`src/rtl/rv32i_types_pkg.sv`:
```
// Shared RV32/RVV scalar-side types used across the core.
package rv32i_types_pkg;

    // Vector element width code: 0=8, 1=16, 2=32, 3=64 bits.
    typedef logic [1:0] sew_t;

endpackage

```
`src/rtl/vector_uop_sequencer_pkg.sv`:
```
// Types and helpers for the vector micro-op sequencer.
package vector_uop_sequencer_pkg;

    typedef enum logic [1:0] {
        ST_IDLE = 2'd0,
        ST_RUN  = 2'd1,
        ST_DONE = 2'd2
    } vseq_state_t;

    // log2 of elements per register for a width code; code 4 (widen from 64) clamps to 3.
    function automatic int epr_log2(input int vlen, input logic [2:0] wcode);
        logic [2:0] w;
        w = (wcode > 3'd3) ? 3'd3 : wcode;
        return $clog2(vlen) - 3 - int'(w);
    endfunction

endpackage

```
`src/rtl/vseq_offset_calc.sv`:
```
// Maps an element index and width code to a 3-bit register offset within the group.
// Combinational, no backpressure.
module vseq_offset_calc
    import vector_uop_sequencer_pkg::*;
#(
    parameter int VLEN     = 128,
    parameter int VL_WIDTH = 8
) (
    input  logic [VL_WIDTH-1:0] idx,
    input  logic [2:0]          wcode,
    output logic [2:0]          off
);

    assign off = 3'(idx >> epr_log2(VLEN, wcode));

endmodule

```
`src/rtl/vector_uop_sequencer.sv`:
```
// Steps one vector instruction into LANES-wide micro-ops; first uop one cycle after accept.
// stall holds all outputs; flush returns to idle without a done pulse. Option: VSEQ_MASK_EN.
module vector_uop_sequencer
    import vector_uop_sequencer_pkg::*;
    import rv32i_types_pkg::*;
#(
    parameter int LANES    = 2,
    parameter int VLEN     = 128,
    parameter int VL_WIDTH = 8
) (
    input  logic                CLK,
    input  logic                RST,
    input  logic                start,
    output logic                ready,
    input  logic [VL_WIDTH-1:0] vl,
    input  logic [VL_WIDTH-1:0] vstart,
    input  sew_t                sew,
    input  logic                vd_widen,
    input  logic                vd_narrow,
`ifdef VSEQ_MASK_EN
    input  logic                vm,
    input  logic [LANES-1:0]    v0_bits,
`endif
    input  logic                stall,
    input  logic                flush,
    output logic                uop_valid,
    output logic [VL_WIDTH-1:0] elem_idx,
    output logic [2:0]          vs1_off,
    output logic [2:0]          vs2_off,
    output logic [2:0]          vd_off,
    output logic [LANES-1:0]    lane_mask,
    output logic                last,
    output logic                done,
    output logic                busy
);

    vseq_state_t         state;
    logic [VL_WIDTH-1:0] idx;
    logic [VL_WIDTH-1:0] lat_vl;
    sew_t                lat_sew;
    logic                lat_widen;
    logic                lat_narrow;
`ifdef VSEQ_MASK_EN
    logic                lat_vm;
`endif

    logic                run;
    logic [VL_WIDTH:0]   idx_sum;
    logic                last_grp;
    logic [LANES-1:0]    tail_mask;
    logic [2:0]          w_vs1, w_vs2, w_vd;
    logic [2:0]          off_vs1, off_vs2, off_vd;

    assign run      = (state == ST_RUN);
    // One extra bit so idx + LANES cannot wrap at the largest vl.
    assign idx_sum  = {1'b0, idx} + (VL_WIDTH+1)'(LANES);
    assign last_grp = (idx_sum >= {1'b0, lat_vl});

    always_comb begin
        tail_mask = '0;
        for (int i = 0; i < LANES; i++) begin
            tail_mask[i] = (({1'b0, idx} + (VL_WIDTH+1)'(i)) < {1'b0, lat_vl});
        end
    end

    // Both flags high is illegal and behaves as plain single-width.
    assign w_vs1 = {1'b0, lat_sew};
    assign w_vs2 = {1'b0, lat_sew} + {2'b00, lat_narrow & ~lat_widen};
    assign w_vd  = {1'b0, lat_sew} + {2'b00, lat_widen & ~lat_narrow};

    vseq_offset_calc #(.VLEN(VLEN), .VL_WIDTH(VL_WIDTH)) u_off_vs1 (.idx(idx), .wcode(w_vs1), .off(off_vs1));
    vseq_offset_calc #(.VLEN(VLEN), .VL_WIDTH(VL_WIDTH)) u_off_vs2 (.idx(idx), .wcode(w_vs2), .off(off_vs2));
    vseq_offset_calc #(.VLEN(VLEN), .VL_WIDTH(VL_WIDTH)) u_off_vd  (.idx(idx), .wcode(w_vd),  .off(off_vd));

    always_ff @(posedge CLK or posedge RST) begin
        if (RST) begin
            state      <= ST_IDLE;
            idx        <= '0;
            lat_vl     <= '0;
            lat_sew    <= '0;
            lat_widen  <= 1'b0;
            lat_narrow <= 1'b0;
`ifdef VSEQ_MASK_EN
            lat_vm     <= 1'b0;
`endif
        end else if (flush) begin
            state <= ST_IDLE;
        end else begin
            case (state)
                ST_IDLE: begin
                    if (start) begin
                        idx        <= vstart;
                        lat_vl     <= vl;
                        lat_sew    <= sew;
                        lat_widen  <= vd_widen;
                        lat_narrow <= vd_narrow;
`ifdef VSEQ_MASK_EN
                        lat_vm     <= vm;
`endif
                        state      <= (vstart >= vl) ? ST_DONE : ST_RUN;
                    end
                end
                ST_RUN: begin
                    if (!stall) begin
                        idx <= idx_sum[VL_WIDTH-1:0];
                        if (last_grp) begin
                            state <= ST_DONE;
                        end
                    end
                end
                default: state <= ST_IDLE;
            endcase
        end
    end

    // Datapath outputs are gated to zero outside RUN so idle values stay clean.
    assign ready     = (state == ST_IDLE);
    assign busy      = (state != ST_IDLE);
    assign done      = (state == ST_DONE);
    assign uop_valid = run;
    assign elem_idx  = run ? idx : '0;
    assign vs1_off   = run ? off_vs1 : 3'd0;
    assign vs2_off   = run ? off_vs2 : 3'd0;
    assign vd_off    = run ? off_vd : 3'd0;
    assign last      = run & last_grp;
`ifdef VSEQ_MASK_EN
    assign lane_mask = run ? (tail_mask & (lat_vm ? {LANES{1'b1}} : v0_bits)) : '0;
`else
    assign lane_mask = run ? tail_mask : '0;
`endif

endmodule

```
`config.mk`:
```
export PLATFORM = sky130hd
export DESIGN_NAME = vector_uop_sequencer
export DESIGN_NICKNAME = d
export VERILOG_FILES = /design/src/rtl/rv32i_types_pkg.sv /design/src/rtl/vector_uop_sequencer_pkg.sv /design/src/rtl/vseq_offset_calc.sv /design/src/rtl/vector_uop_sequencer.sv
export SDC_FILE = /design/constraint.sdc
export NUM_CORES = 1
export LEC_CHECK = 0
export ABC_AREA = 1
export BUFFER_PORTS_ARGS = -buffer_cell sky130_fd_sc_hd__buf_2
export CORE_ASPECT_RATIO = 1.75
export CORE_MARGIN = 2
export CORE_UTILIZATION = 50
export CTS_BUF_LIST = sky130_fd_sc_hd__clkbuf_4 sky130_fd_sc_hd__clkbuf_8
export DETAILED_ROUTE_END_ITERATION = 6
export PLACE_DENSITY = 0.73
export SYNTH_ARGS = -nofsm -noshare
export SYNTH_HDL_FRONTEND = slang
export SYNTH_SLANG_ARGS = --single-unit
```
`constraint.sdc`:
```
create_clock -name CLK -period 3.1 [get_ports CLK]
set_clock_uncertainty 0.15 [all_clocks]
set_input_delay 0.155 -clock CLK [delete_from_list [all_inputs] [get_ports CLK]]
set_output_delay 0.155 -clock CLK [all_outputs]
set_load 0.01 [all_outputs]
```
* After elaboration in Yosys (flattened, before gate mapping)
Cells that the tools add are included.
** Storage, ports and cells
- Bits in registers :: 22
- Latch bits :: 0
- Bits in writable memories :: 0
- Memory bits (read-only) :: 0
- Output and inout port bits :: 24
- Logic and storage cells :: 59
- Memories kept :: 0
** Cells by class
- Add/sub/neg operators :: 7
- $mul :: 0
- Div/mod/pow operators :: 0
- $lt $le $gt $ge :: 7
- Equality and inequality tests :: 7
- Shift-type cells :: 3
- Multiplexer cells :: 17
- Bitwise operators :: 6
- Reductions and logical operators :: 6
** Operator list (number)
- 8-bit by 32-bit >> shifter with 3-bit output :: 3
- 8-bit 2-to-1 mux :: 3
- 8-bit case mux with 2 select lines :: 1
- 3-bit 2-to-1 mux :: 5
- 2-bit 2-to-1 mux :: 7
- 3-bit by 3-bit subtractor with 4-bit output (first input constant) :: 3
- 8-bit by 1-bit adder with 9-bit output (second input constant) :: 1
- 8-bit by 2-bit adder with 9-bit output (second input constant) :: 1
- 9-bit by 8-bit greater-or-equal comparator with 1-bit output :: 1
- 9-bit by 8-bit < comparator with 1-bit output :: 1
- 8-bit greater-or-equal comparator :: 1
- 8-bit < comparator :: 1
- 2-bit by 1-bit adder with 3-bit output :: 2
- 3-bit by 2-bit greater-than comparator with 1-bit output (second input constant) :: 2
- 3-bit by 2-bit inequality test with 1-bit output (second input constant) :: 2
- 3-bit AND reduction :: 2
- 2-bit inequality test (second input constant) :: 2
- 2-bit case mux with 2 select lines :: 1
- 4-bit AND reduction :: 1
- 2-bit nonzero test :: 2
- 1-bit bitwise AND :: 3
- 3-bit inequality test (second input constant) :: 1
- 1-bit NOT :: 3
- 2-bit by 1-bit == test with 1-bit output (second input constant) :: 1
- other kinds (3) :: 3

* Longest topological paths before layout
Gate-level depths: netlist of the first run.
- Depth in word-level cells :: 8
- Gate-level depth with buffers :: 15
- Gate-level depth less buffers :: 14

* Cells and area by module
A second synthesis of the first run with hierarchy kept.
** Unflattened totals
- Cells, all modules :: 429
- Area total of the unflattened synthesis :: 2761.4 um^2
** By module, submodules not included
- vector_uop_sequencer :: instances 1, cells each 300, area an instance 2164.6 um^2, seq. area each 550.5 um^2
- vseq_offset_calc :: instances 3, cells each 43, area an instance 198.9 um^2, seq. area each 0.0 um^2

* Least setup slack after synthesis of the first run
No wires, ideal clock.
- Path type :: reg-to-output
- Start point :: register idx[1]
- End point :: output lane_mask[1]
- Arrival :: 2041 ps
- Data required time :: 2795 ps
- Slack :: 754 ps
- Stages on the path, launching flop included :: 10
- Buffers on the path :: 0
- Cell sequence :: dfrtp_1 -> ha_1 -> nand3_1 -> nor3_1 -> nand2_1 -> xor2_1 -> ha_1 -> nand2_1 -> o21ai_0 -> nor4_1
** On the way
- Longest elaborated chain between the ends :: 3
** Ends and longest elaborated chain
- start, declared :: line vector_uop_sequencer.sv:38 : logic [VL_WIDTH-1:0] idx;
- start signal, assigned :: line vector_uop_sequencer.sv:92 : idx <= vstart;
- start signal, assigned :: line vector_uop_sequencer.sv:105 : idx <= idx_sum[VL_WIDTH-1:0];
- 8-bit by 1-bit adder with 9-bit output :: line vector_uop_sequencer.sv:62 : tail_mask[i] = (({1'b0, idx} + (VL_WIDTH+1)'(i)) < {1'b0, lat_vl});
- 9-bit by 8-bit < comparator with 1-bit output :: line vector_uop_sequencer.sv:62
- 2-bit 2-to-1 mux :: line vector_uop_sequencer.sv:129 : assign lane_mask = run ? tail_mask : '0;
- end, declared :: line vector_uop_sequencer.sv:31 : output logic [LANES-1:0] lane_mask,
No other way between the ends.

* Worst setup path after layout of the first run
- Start point :: register idx[1]
- End point :: output last
** On the way
- Longest elaborated chain between the ends :: 3
** Ends and longest elaborated chain
- 8-bit by 2-bit adder with 9-bit output :: line vector_uop_sequencer.sv:56 : assign idx_sum = {1'b0, idx} + (VL_WIDTH+1)'(LANES);
- 9-bit by 8-bit greater-or-equal comparator with 1-bit output :: line vector_uop_sequencer.sv:57 : assign last_grp = (idx_sum >= {1'b0, lat_vl});
- 1-bit bitwise AND :: line vector_uop_sequencer.sv:125 : assign last = run & last_grp;
- end, declared :: line vector_uop_sequencer.sv:32 : output logic last,
No other way between the ends.

==> impl_metrics.env, run 1 <==
export IMPL_fp_dieH_um=98.87
export IMPL_n_fill_cell=479
export IMPL_ff2ff_setup_slack_ns=0.59
export IMPL_vias=2701
export IMPL_cts_sinks=22
export IMPL_syn_area_per_cell_um2=6.857
export IMPL_area_growth_pct=15.57
export IMPL_numPortBuffers=48
export IMPL_cp_cell_sequence="ha_1 -> nand3_1 -> nor3_2 -> xor2_1 -> inv_1 -> ha_1 -> nand4_1 -> nor3_1 -> nand2_1 -> nand3_1 -> nand2_1 -> inv_1 -> buf_2"
export IMPL_clk_latency_ns=0.27
export IMPL_insertedDiodeCount=0
export IMPL_wirelength_um=6949
export IMPL_die_w_um=58.21
export IMPL_netlist_instances=375
export IMPL_vdd_ir_drop_max_mv=0.8033
export IMPL_drive_above_1_share_pct=16.67
export IMPL_core_area_um2=4977
export IMPL_rsz0062_at_grt="false"
export IMPL_clock_path_buffers=2
export IMPL_cpPeakStageDelay_ns=0.44
export IMPL_stdcell_count=480
export IMPL_finalPower_mw=3.751
export IMPL_grt_ovfl_total=0
export IMPL_path_clk_slew_ns=0.08
export IMPL_drc_errors=0
export IMPL_htreeDepth=1
export IMPL_cts_buffers=3
export IMPL_worst_ep_required_time_ns=2.79
export IMPL_powerDensity_nw_per_um2=1262
export IMPL_first_pass_iters=4
export IMPL_antenna_found_initial=0
export IMPL_die_area_um2=5755
export IMPL_slowest_stage="dfrtp_1"
export IMPL_p_leak_nw=1.560
export IMPL_timing_slew_headroom_pct=42.59
export IMPL_worst_slack_ns=0.2706
export IMPL_crit_path_end_kind="output port"
export IMPL_worst_setup_path_start_kind="flip-flop"
export IMPL_grt_pass1_wl_um=11790
export IMPL_drv_cap=0
export IMPL_place_congestion=0.9377
export IMPL_outcome="completed"
export IMPL_cts_setup_buffers=0
export IMPL_drv_slew=0
export IMPL_place_inst=470
export IMPL_fin_nets=490
export IMPL_synthesis_area_um2=2571
export IMPL_fin_crit_ns=2.829
export IMPL_yosysSeqAreaShare_pct=21.41
export IMPL_ys_types=31
export IMPL_synth_nets=438
export IMPL_tritoncts="yes"
export IMPL_worst_slew_pin_transition_ns=0.8602
export IMPL_grt_pass1_vias=2667
export IMPL_place_ws_ns=0.5427
export IMPL_drt_iter0_drc=154
export IMPL_ios=49
export IMPL_drt_vias_per_instance=5.627
export IMPL_min_path_type="input port to flip-flop"
export IMPL_fmax_mhz=353.4
export IMPL_finalHoldViolCount=0
export IMPL_routedWlPerCell_um=14.48
export IMPL_dp_hpwl_um=5563
export IMPL_crit_arrival_ns=2.52
export IMPL_grtUsageTotal_pct=25.94
export IMPL_period_share_pct=91.27
export IMPL_layout_core_utilization_pct=59.70
export IMPL_start_util_pct=51.66
export IMPL_ant_nets=0
export IMPL_crit_fanout=5
export IMPL_clk_root_buffer_cell="clkbuf_8"
export IMPL_layout_commonest_cell="nand2_1"
export IMPL_fin_setup_tns_ns=0
export IMPL_grt_max_degree=26
export IMPL_fp_row_count=34
export IMPL_critPathKind="flip-flop to output port"
export IMPL_layout_common_cells="nand2_1 (58), nor2_1 (48), inv_1 (48), o21ai_0 (48), buf_2 (48)"
export IMPL_ys_ff_latch=22
export IMPL_ys_warn_count=0
export IMPL_setup_violations_final=0
-- metrics by stage --
| step | hold WS (ns) | instance area (um^2) |
|---|---|---|
| final | 0.006314 | 2972 |
| after global routing | 0.02760 | 2972 |
| after CTS | 0.009756 | 2965 |
| after detailed placement | 0.2361 | 2834 |
| after global placement | 0.2176 | 2834 |
| after floorplan | -0.005774 | 2571 |
-- layer usage --
| metal | vias to the layer above | share of wire, % | GRT usage, % |
|---|---|---|---|
| met5 | - | 0 | 0 |
| met4 | 0 | 3.2 | 10.20 |
| met3 | 19 | 3.7 | 2.493 |
| met2 | 79 | 55 | 49.39 |
| met1 | 1240 | 39 | 28.04 |
| li1 | 1363 | - | - |
-- state kept, by name, summed over array words and instances (netlist names) --
register and count:
lat_narrow 1, state 2, lat_sew 2, idx 8, lat_vl 8, lat_widen 1
-- cells by family after synthesis --
logic type / Yosys count / share of synthesized area (%)
simple gates: 134 / 21.51
fa+ha+maj: 38 / 18.49
compound gates: 105 / 23.75
buf+inv: 64 / 10.66
xor+xnor: 11 / 3.747
flops: 22 / 21.41
mux: 1 / 0.4379
-- layout make-up --
cell class	instances	area [um^2]	share of cell area, %
tap	54	67.56	2.274
sequential	22	551.8	18.57
clock buffer	3	41.29	1.389
multi-input combinational	289	1752	58.95
inverter	53	198.9	6.695
clock inverter	1	30.03	1.011
timing repair buffer	58	330.3	11.12
-- power by group --
| group | internal [mW] | switching, mW |
|---|---|---|
| Sequential | 0.426 | 0.186 |
| Clock | 0.173 | 0.101 |
| Combinational | 1.09 | 1.78 |
| Total | 1.68 | 2.07 |
-- path summary, 6_finish.rpt --
check,cells after the start,startpoint,to
setup / recovery,13,idx[1],last
hold / removal,3,vl[6],lat_vl[6]
setup reg to reg,12,idx[1],state[1]
hold reg to reg,2,lat_vl[6],lat_vl[6]
max in group asynchronous,3,RST,idx[0]
min in group asynchronous,3,RST,lat_sew[1]
-- worst max-delay path, delay by kind of cell (launching register included) --
kind                     cells  cell delay, ns
AND/OR/NAND/NOR              7            0.83
adder cells (fa/ha/maj)      2            0.57
flip-flops                   1            0.44
buffers and inverters        3            0.25
XOR/XNOR                     1            0.17
-- Yosys cell counts, drive strengths merged --
cell | instances | area [um^2]
nand2 | 58 | 217.7
nor2 | 53 | 211.5
inv | 52 | 195.2
o21ai | 48 | 240.2
ha | 38 | 475.5
a21oi | 32 | 182.7
dfrtp | 22 | 550.5
nand3 | 12 | 60.06
xor2 | 11 | 96.34
buf | 9 | 67.56
nand4 | 6 | 37.54
o22ai | 6 | 37.54
a31oi | 5 | 31.28
nor3 | 4 | 20.02
o211ai | 4 | 30.03
a211oi | 2 | 27.53
a21o | 2 | 15.01
clkbuf | 2 | 7.510
o21a | 2 | 15.01
o31ai | 2 | 15.01
a21boi | 1 | 7.510
clkinv | 1 | 3.750
mux2 | 1 | 11.26
nor4 | 1 | 6.260
o2111ai | 1 | 8.760
-- repair_timing --
item / 4_1_cts / 5_1_grt
gates resized for setup: 0 / 2
setup endpoints to repair: 0 / 2
hold buffers: 6 / 0
endpoints found under the hold margin: 27 / 0
Note: power is estimated with default switching activity, not from simulation.
==> run 2: changes to the inputs <==
--- a/config.mk
+++ b/config.mk
@@ -5,7 +5,6 @@
 export SDC_FILE = /design/constraint.sdc
 export NUM_CORES = 1
 export LEC_CHECK = 0
-export ABC_AREA = 1
 export BUFFER_PORTS_ARGS = -buffer_cell sky130_fd_sc_hd__buf_2
 export CORE_ASPECT_RATIO = 1.75
 export CORE_MARGIN = 2
==> run 2 against run 1 <==
  * Setup slack got worse by 0.085 ns
  * Register-to-register slack got worse by 0.37 ns
  * Clock power decreased by 34%
  * Synthesized cell count decreased by 21%
  * Largest power group unchanged
==> impl_metrics.env, run 2 <==
export IMPL_place_congestion=0.9080
export IMPL_fmax_mhz=343.2
export IMPL_layout_commonest_cell="buf_2"
export IMPL_cts_buffers=3
export IMPL_ff2ff_setup_slack_ns=0.22
export IMPL_clock_path_buffers=2
export IMPL_worst_slew_pin_transition_ns=0.8979
export IMPL_clk_root_buffer_cell="clkbuf_8"
export IMPL_drv_cap=0
export IMPL_dr_wl_met2_um=3445
export IMPL_syn_area_per_cell_um2=8.381
export IMPL_min_path_type="input port to flip-flop"
export IMPL_postSynth_asyncResetShare_pct=100.0
export IMPL_place_ws_ns=0.2491
export IMPL_ys_types=44
export IMPL_worst_setup_path_start_kind="flip-flop"
export IMPL_drt_vias_per_instance=5.859
export IMPL_synth_edff_count=0
export IMPL_worstRegToRegCells=10
export IMPL_fin_setup_tns_ns=0
export IMPL_synth_top_area_share_pct=22.27
export IMPL_timing_slew_headroom_pct=40.07
export IMPL_period_share_pct=94.00
export IMPL_synthTopCellsByArea="dfrtp_1 (22%), ha_1 (19%), mux2i_1 (5.7%)"
export IMPL_fin_nets=423
export IMPL_fin_crit_ns=2.914
export IMPL_ios=49
export IMPL_setup_violations_final=0
export IMPL_min_from="start"
export IMPL_synthesis_area_um2=2472
export IMPL_powerDensity_nw_per_um2=1074
export IMPL_drc_errors=0
export IMPL_hold_end="state[0]"
export IMPL_drive_above_1_share_pct=20.67
export IMPL_start_util_pct=52.53
export IMPL_ys_warn_count=0
export IMPL_crit_arrival_ns=2.61
export IMPL_fp_row_count=33
export IMPL_numPortBuffers=48
export IMPL_top_regs="idx (8), lat_vl (8)"
export IMPL_timing_rr_start="idx[1]"
export IMPL_area_growth_pct=21.36
export IMPL_yosysSeqAreaShare_pct=22.27
export IMPL_insertedDiodeCount=0
export IMPL_top_layer="met4"
export IMPL_n_fill_cell=436
export IMPL_ys_top_cells_by_count="ha_1 (38), nor2_1 (29), inv_1 (27)"
export IMPL_core_area_um2=4707
export IMPL_first_pass_iters=4
export IMPL_p_leak_nw=1.539
export IMPL_routedWlPerCell_um=15.60
export IMPL_grtUsageTotal_pct=24.68
export IMPL_cts_sinks=22
export IMPL_netlist_instances=295
export IMPL_grt_ovfl_total=0
export IMPL_rsz0062_at_grt="false"
export IMPL_outcome="completed"
export IMPL_tritoncts="yes"
export IMPL_vdd_ir_drop_max_mv=0.6977
export IMPL_finalHoldViolCount=0
export IMPL_worst_slack_ns=0.1860
export IMPL_yosys_most_used_dff="dfrtp_1"
export IMPL_drv_slew=0
export IMPL_die_w_um=57.16
export IMPL_worst_ep_required_time_ns=2.79
export IMPL_clk_latency_ns=0.26
export IMPL_grt_max_degree=24
export IMPL_htreeDepth=1
export IMPL_dr_wl_met3_um=253
export IMPL_post_cts_resized=0
export IMPL_die_area_um2=5545
export IMPL_ys_ff_latch=22
export IMPL_grt_pass1_wl_um=10930
export IMPL_synth_top_area_cell="dfrtp_1"
export IMPL_dp_hpwl_um=4771
export IMPL_drt_iter0_drc=95
export IMPL_crit_path_end_kind="output port"
export IMPL_crit_fanout=4
export IMPL_ant_nets=0
export IMPL_antenna_found_initial=0
export IMPL_layout_common_cells="buf_2 (48), ha_1 (38), nor2_1 (29), inv_1 (27), dfrtp_1 (22)"
export IMPL_grt_pass1_vias=2400
export IMPL_synth_most_common_cell="ha_1"
export IMPL_worstReg2RegEnd="state[1]"
export IMPL_hold_depth=2
export IMPL_wirelength_um=6398
export IMPL_seqCellArea_um2=550.5
export IMPL_critPathKind="flip-flop to output port"
export IMPL_fp_dieH_um=97.03
export IMPL_synth_nets=358
export IMPL_vias=2402
export IMPL_drt_met1_wl_um=2485
export IMPL_multi_input_area_um2=1754
export IMPL_path_clk_slew_ns=0.08
-- run 2: cell families after synthesis --
logic type / Yosys count / share of synthesized area, %
and+or+nand+nor: 85 / 16.30
AOI/OAI and AO/OA: 74 / 19.64
buffers and inverters: 43 / 6.781
adders and majority gates: 38 / 19.23
muxes: 22 / 11.89
DFF: 22 / 22.27
xor gates and xnor gates: 11 / 3.897
-- run 2: worst max path at each step --
stage,start,endpoint,slack [ns],depth (start not counted)
6_report,idx[1],last,0.19,11
4_1_cts,lat_widen,vs2_off[0],0.19,8
2_1_floorplan,idx[2],state[1],0.36,10
3_3_place_gp,idx[1],state[1],0.34,10
5_1_grt,idx[3],state[1],0.03,9
3_5_place_dp,idx[1],state[1],0.25,10
-- run 2: what timing repair did --
item | CTS | global route
hold endpoints to repair | 36 | 0
hold buffers | 15 | 0
buffers inserted | 0 | 0
-- run 2: metrics by stage --
| step | util (%) | cell area [um^2] | hold WS, ns | std cells | power (mW) |
|---|---|---|---|---|---|
| after floorplan | - | 2472 | -0.005774 | 295 | 2.396 |
| after global routing | 63.74 | 3000 | 0.05171 | 410 | 3.577 |
| after global placement | 59.68 | 2809 | 0.2226 | 392 | 2.972 |
| after detailed placement | 59.68 | 2809 | 0.2257 | 392 | 3.008 |
| after CTS | 63.74 | 3000 | 0.02903 | 410 | 3.220 |
| final | 63.74 | 3000 | 0.03755 | 410 | 3.222 |
-- run 2: power breakdown --
group          total (mW)  leakage, nW  switching (mW)  internal [mW]
Sequential          0.534        0.269           0.119          0.415
Clock               0.181       0.0216          0.0938         0.0869
Combinational        2.51         1.25            1.35           1.15
Total                3.22         1.54            1.57           1.66
-- run 2: final cells by class --
class                      count  area share (%)
inverter                      27           3.378
sequential                    22           18.35
tap                           52           2.168
multi-input combinational    230           58.47
clock buffer                   3           1.376
timing repair buffer          76           16.26
-- run 2: metal layers --
metal	global-route usage (%)	vias to the layer above
met3	1.872	22
met5	0	-
met1	28.32	1113
met2	44.74	80
met4	11.27	0
li1	-	1187
-- run 2: worst max-delay path, cell delays in order (launching register included) --
cell      delay [ns]
dfrtp_1         0.39
ha_1            0.23
and3_1          0.22
nand3_1         0.17
xnor2_1         0.14
ha_1            0.26
and3_1          0.19
a221oi_1        0.29
o31ai_1         0.14
nor2_1          0.13
nor2_1          0.05
buf_2           0.14
